[src/rtl/computation_pkg.sv]
// Shared definitions for the computation engine.
// Mode encoding, FSM states and the saturation helper.
package computation_pkg;

  localparam int MAX_W = 64;

  localparam logic [1:0] MODE_ADD = 2'd0;
  localparam logic [1:0] MODE_SUB = 2'd1;
  localparam logic [1:0] MODE_MUL = 2'd2;
  localparam logic [1:0] MODE_MAX = 2'd3;

  typedef enum logic [1:0] {
    ST_IDLE,
    ST_CALC,
    ST_EMIT
  } state_t;

  typedef logic signed [2*MAX_W-1:0] wide_t;

  // {high, low}: does v fall outside the signed range of a w-bit lane
  function automatic logic [1:0] sat_flags(input wide_t v, input int w);
    wide_t hi;
    wide_t lo;
    hi = (wide_t'(1) <<< (w - 1)) - wide_t'(1);
    lo = ~hi;
    sat_flags = {v > hi, v < lo};
  endfunction

endpackage

[src/rtl/job_fifo.sv]
// Synchronous job FIFO with asynchronous reset.
// Push on full and pop on empty are ignored.
module job_fifo #(
  parameter int W     = 8,
  parameter int DEPTH = 4
) (
  input  logic                     clock,
  input  logic                     reset,
  input  logic                     push,
  input  logic                     pop,
  input  logic [W-1:0]             din,
  output logic [W-1:0]             dout,
  output logic                     full,
  output logic                     empty,
  output logic [$clog2(DEPTH):0]   count
);

  localparam int AW = $clog2(DEPTH);

  logic [W-1:0]  mem [DEPTH];
  logic [AW-1:0] wr_ptr;
  logic [AW-1:0] rd_ptr;
  logic          wr_en;
  logic          rd_en;

  assign wr_en = push && !full;
  assign rd_en = pop && !empty;
  assign full  = count == (AW+1)'(DEPTH);
  assign empty = count == '0;
  assign dout  = mem[rd_ptr];

  // pointers wrap naturally since DEPTH is a power of two
  always_ff @(posedge clock or posedge reset) begin
    if (reset) begin
      wr_ptr <= '0;
      rd_ptr <= '0;
      count  <= '0;
    end else begin
      if (wr_en) wr_ptr <= wr_ptr + AW'(1);
      if (rd_en) rd_ptr <= rd_ptr + AW'(1);
      count <= count + (AW+1)'(wr_en) - (AW+1)'(rd_en);
    end
  end

  // storage needs no reset; occupancy is tracked by count
  always_ff @(posedge clock) begin
    if (wr_en) mem[wr_ptr] <= din;
  end

endmodule

[src/rtl/computation_engine.sv]
// Lane-serial saturating arithmetic engine.
// Jobs queue in a FIFO and results leave on a valid/ready port.
module computation_engine
  import computation_pkg::*;
#(
  parameter int LANE_W     = 32,
  parameter int LANES      = 2,
  parameter int FIFO_DEPTH = 4
) (
  input  logic                      clock,
  input  logic                      reset,
  input  logic [2*LANES*LANE_W-1:0] rx_data,
  input  logic [1:0]                rx_mode,
  input  logic                      rx_irq,
  output logic                      rx_full,
  output logic                      rx_drop,
  output logic [LANES*LANE_W-1:0]   tx_data,
  output logic                      tx_wr_out,
  input  logic                      tx_ready,
  output logic                      overflow,
  output logic                      underflow,
  output logic                      busy
);

  localparam int VEC_W = LANES * LANE_W;
  localparam int JOB_W = 2 + 2 * VEC_W;
  localparam int IDX_W = (LANES > 1) ? $clog2(LANES) : 1;
  localparam int CNT_W = $clog2(FIFO_DEPTH) + 1;

  state_t                    state_q;
  state_t                    state_d;
  logic                      pop;
  logic                      fifo_empty;
  logic [CNT_W-1:0]          fifo_count;
  logic [JOB_W-1:0]          fifo_dout;
  logic [JOB_W-1:0]          job_q;
  logic [IDX_W-1:0]          idx_q;
  logic [VEC_W-1:0]          res_q;
  logic                      ovf_q;
  logic                      unf_q;
  logic                      drop_q;
  logic                      last_lane;
  logic [1:0]                mode;
  logic [LANE_W-1:0]         a_lane;
  logic [LANE_W-1:0]         b_lane;
  logic signed [2*LANE_W-1:0] prod;
  wide_t                     a_x;
  wide_t                     b_x;
  wide_t                     full_r;
  logic [1:0]                flags;
  logic [LANE_W-1:0]         lane_res;

  job_fifo #(
    .W     (JOB_W),
    .DEPTH (FIFO_DEPTH)
  ) u_fifo (
    .clock (clock),
    .reset (reset),
    .push  (rx_irq),
    .pop   (pop),
    .din   ({rx_mode, rx_data}),
    .dout  (fifo_dout),
    .full  (rx_full),
    .empty (fifo_empty),
    .count (fifo_count)
  );

  assign mode      = job_q[JOB_W-1 -: 2];
  assign a_lane    = job_q[VEC_W + idx_q*LANE_W +: LANE_W];
  assign b_lane    = job_q[idx_q*LANE_W +: LANE_W];
  assign last_lane = idx_q == IDX_W'(LANES - 1);

  // full-precision lane result, then clamp to the lane range
  always_comb begin
    a_x    = wide_t'($signed(a_lane));
    b_x    = wide_t'($signed(b_lane));
    prod   = $signed(a_lane) * $signed(b_lane);
    full_r = '0;
    unique case (mode)
      MODE_ADD: full_r = a_x + b_x;
      MODE_SUB: full_r = a_x - b_x;
      MODE_MUL: full_r = wide_t'(prod);
      MODE_MAX: full_r = (a_x > b_x) ? a_x : b_x;
      default:  full_r = '0;
    endcase
    flags    = sat_flags(full_r, LANE_W);
    lane_res = full_r[LANE_W-1:0];
    if (flags[1])
      lane_res = {1'b0, {(LANE_W-1){1'b1}}};
    else if (flags[0])
      lane_res = {1'b1, {(LANE_W-1){1'b0}}};
  end

  // FSM state register
  always_ff @(posedge clock or posedge reset) begin
    if (reset) state_q <= ST_IDLE;
    else       state_q <= state_d;
  end

  // next state and FIFO pop
  always_comb begin
    state_d = state_q;
    pop     = 1'b0;
    unique case (state_q)
      ST_IDLE: begin
        if (!fifo_empty) begin
          pop     = 1'b1;
          state_d = ST_CALC;
        end
      end
      ST_CALC: if (last_lane) state_d = ST_EMIT;
      ST_EMIT: if (tx_ready) state_d = ST_IDLE;
      default: state_d = ST_IDLE;
    endcase
  end

  // job capture and one lane per cycle into the result register
  always_ff @(posedge clock or posedge reset) begin
    if (reset) begin
      job_q <= '0;
      idx_q <= '0;
      res_q <= '0;
      ovf_q <= 1'b0;
      unf_q <= 1'b0;
    end else begin
      unique case (state_q)
        ST_IDLE: begin
          if (pop) begin
            job_q <= fifo_dout;
            idx_q <= '0;
            ovf_q <= 1'b0;
            unf_q <= 1'b0;
          end
        end
        ST_CALC: begin
          res_q[idx_q*LANE_W +: LANE_W] <= lane_res;
          ovf_q <= ovf_q | flags[1];
          unf_q <= unf_q | flags[0];
          idx_q <= idx_q + IDX_W'(1);
        end
        default: ;
      endcase
    end
  end

  // a strobe into a full FIFO is remembered until reset
  always_ff @(posedge clock or posedge reset) begin
    if (reset)                 drop_q <= 1'b0;
    else if (rx_irq && rx_full) drop_q <= 1'b1;
  end

  assign rx_drop   = drop_q;
  assign tx_data   = res_q;
  assign tx_wr_out = state_q == ST_EMIT;
  assign overflow  = ovf_q & tx_wr_out;
  assign underflow = unf_q & tx_wr_out;
  assign busy      = (state_q != ST_IDLE) || (fifo_count != '0);

endmodule

[config.mk]
export PLATFORM = sky130hd
export DESIGN_NAME = computation_engine
export DESIGN_NICKNAME = d
export VERILOG_FILES = /design/src/rtl/computation_pkg.sv /design/src/rtl/job_fifo.sv /design/src/rtl/computation_engine.sv
export SDC_FILE = /design/constraint.sdc
export NUM_CORES = 2
export LEC_CHECK = 0
export BUFFER_PORTS_ARGS = -buffer_cell sky130_fd_sc_hd__buf_2
export CAP_MARGIN = 20
export CELL_PAD_IN_SITES_DETAIL_PLACEMENT = 1
export CELL_PAD_IN_SITES_GLOBAL_PLACEMENT = 1
export CORE_MARGIN = 3
export CORE_UTILIZATION = 33
export CTS_CLUSTER_DIAMETER = 150
export DETAILED_ROUTE_END_ITERATION = 8
export HOLD_SLACK_MARGIN = 0.02
export PLACE_DENSITY_LB_ADDON = 0.1
export SLEW_MARGIN = 20
export SYNTH_ARGS = -nofsm -noshare
export SYNTH_HDL_FRONTEND = slang
export SYNTH_SLANG_ARGS = --single-unit
[constraint.sdc]
create_clock -name clock -period 23.4 [get_ports clock]
set_input_delay 2.34 -clock clock [delete_from_list [all_inputs] [get_ports clock]]
set_output_delay 2.34 -clock clock [all_outputs]
set_load 0.02 [all_outputs]
==> impl_metrics.tcl <==
set metrics [dict create \
    outcome "completed" \
    synthCells 6443 \
    routed_wl_um 257000 \
    post_cts_buffers 0 \
    synth_top_area_share 0.319 \
    maxSlewHeadroom 0.327 \
    path_max_fanout 29 \
    worst_slew_pin_slew_ps 1010 \
    antenna_found_initial 33 \
    hp-class "reg -> reg" \
    antenna_left 0 \
    slew_viol_final 0 \
    drt_iter0_drc 3405 \
    ys_warn_count 0 \
    grt_use_met1 0.347 \
    cp.arrival_ps 14680 \
    ctsHoldBuffers 0 \
    track_usage 0.247 \
    criticalPathCategory "reg -> reg" \
    grt-busiest-layer "met2" \
    synth_ff_type "edfxtp_1" \
    critPathCaptureType "flop" \
    die_h_um 460 \
    ys_ff_latch 727 \
    seqCellArea_mm2 0.0208 \
    start_util 0.332 \
    gr-total-overflow 0 \
    cp-start-kind "flop" \
    die-area_mm2 0.212 \
    yosysTopAreaCell "fa_1" \
    synth_area_leaders "fa_1, edfxtp_1, dfrtp_1, inv_1, nand2_1" \
    io_pins 204 \
    die_w_um 460 \
    htreeDepth 3 \
    critical_path_required_ps 23990 \
    num_rows 166 \
    design_area_mm2 0.0754 \
    postPlaceCellArea_mm2 0.0729 \
    synth-seq-area-share 0.305 \
    synthToLayoutAreaGrowth_pct 10.7 \
    rsz0062_at_grt "no" \
    drc 0 \
    finalCriticalPeriod_ps 14100 \
    post-route-util 0.368 \
    coreArea_mm2 0.205 \
    synth_edf_count 520 \
    synthArstFlopShare 0.285 \
    grtUsageMet3 0.0344 \
    grt_max_degree 132 \
    cts.clk_slew.worst_paths_ps 60 \
    cts_tree "built" \
    setup-tns-final_ps 0 \
    clk_path_buf_depth 3 \
    finalHoldViolations 0 \
    dp_hpwl_um 196000 \
    synth.distinct_cells 89 \
    via_per_inst 5.12 \
    cts-buffers-inserted 79 \
    clock_skew_ps 41.8 \
    gp_congestion 0.910 \
    clock-root-buffer "clkbuf_16" \
    avgSynthCellArea_um2 10.6 \
    grt_pass1_vias 53200 \
    post_drt_wl_per_cell_um 27.5 \
    cts.repair.resized 0 \
    final-setup-viol-count 0 \
    synth_nets 7917 \
    max_clock_freq_ghz 0.0709 \
    nFillCells 22600 \
    finalCritPeriodShare 0.602 \
    num_vias 47800 \
    cts.sinks 727 \
    grt_pass1_wl_um 378000 \
    syn_area_mm2 0.0681 \
    port_buffers 203 \
    drive_gt1_frac 0.106 \
    multiInputGateArea_mm2 0.0419 \
    critPathSlowestCell "fa_1" \
    drv_cap 0 \
    clock_latency_ps 700 \
    slowest_delay_ps 1010 \
    drt_first_pass_iters 5 \
    use_met2 0.396 \
    final_nets 8033 \
]
sequential cells by signal, indices dropped and copies added, names as in the netlist:
register       cells
u_fifo.count       3
rx_drop            1
idx_q              1
unf_q              1
tx_data           64
u_fifo.mem       520
ovf_q              1
state_q            2
job_q            130
u_fifo.wr_ptr      2
u_fifo.rd_ptr      2
cells in the mapped netlist (25+ instances only):
cell / n
xnor2_1: 103
ha_1: 255
nor2_1: 670
o21a_1: 28
o21ai_0: 146
buf_1: 68
nand2_1: 1025
o211ai_1: 28
clkbuf_1: 223
dfrtp_1: 207
nand4_1: 34
a21oi_1: 155
nand3_1: 26
inv_1: 1216
mux2i_1: 65
nor3_1: 29
edfxtp_1: 520
fa_1: 1085
mux4_2: 151
a21o_1: 33
clkinv_1: 25
per-layer routing:
layer | up-vias | part of all wire
li1 | 20500 | -
met1 | 25700 | 0.45
met2 | 1207 | 0.46
met3 | 316 | 0.054
met4 | 30 | 0.032
met5 | - | 0.00070
placed cells by master (no fill, tap or decap), types with 29 or more instances in the layout:
| cell | instances |
|---|---|
| inv_1 | 1212 |
| fa_1 | 1085 |
| nand2_1 | 1025 |
| nor2_1 | 670 |
| edfxtp_1 | 520 |
| ha_1 | 255 |
| buf_2 | 203 |
| dfrtp_1 | 202 |
| a21oi_1 | 155 |
| mux4_2 | 151 |
| o21ai_0 | 146 |
| buf_4 | 141 |
| xnor2_1 | 103 |
| clkbuf_16 | 80 |
| clkinv_1 | 36 |
| nand4_1 | 34 |
| a21o_1 | 33 |
| clkbuf_1 | 31 |
| nor3_1 | 29 |
critical path: cells and delay by family (launching register included):
family | cells | cell delay [ps]
adder cells (fa/ha/maj) | 9 | 5030
buffers and inverters | 12 | 3410
AND/OR/NAND/NOR | 9 | 2450
AO/OA/AOI/OAI | 5 | 1610
multiplexers | 1 | 330
flip-flops | 1 | 910
path summary, 6_finish.rpt:
| path | slack [ps] | end | startpoint | cells past startpoint |
|---|---|---|---|---|
| max in group asynchronous | 20040 | idx_q | reset | 3 |
| min | 460 | rx_drop | rx_drop | 1 |
| max reg2reg | 9300 | tx_data[43] | idx_q | 36 |
| min reg2reg | 460 | rx_drop | rx_drop | 1 |
| max | 9300 | tx_data[43] | idx_q | 36 |
| min in group asynchronous | 1760 | job_q[88] | reset | 2 |
per-stage QoR:
step           std cells  hold WS (ps)  setup slack, ps
3_3_place_gp        9165           441             9450
3_5_place_dp        9166           452             9180
5_1_grt             9312           494             8300
6_report            9323           463             9300
4_1_cts             9312           466             9160
2_1_floorplan       6443           442            11710
cell type report:
type	instances	share of cell area
Tap cell	2688	0.0446
Antenna cell	11	0.000365
Clock buffer	115	0.0288
Inverter	1245	0.0621
Sequential cell	727	0.276
Timing Repair Buffer	347	0.0284
Clock inverter	31	0.00382
Multi-Input combinational cell	4159	0.556
logic make-up after synthesis:
kind of cell               count (synthesis)  share of synthesized area
and+or+nand+nor                         1911                      0.113
buffers and inverters                   1557                     0.0863
adders and majority gates               1340                      0.366
DFF                                      727                      0.305
AOI/OAI and AO/OA                        565                     0.0537
muxes                                    218                     0.0598
xor gates and xnor gates                 125                     0.0161
Power is left out: the tool's default activity adds up to more than one toggle a clock period on the data nets, which glitch-free logic cannot reach.
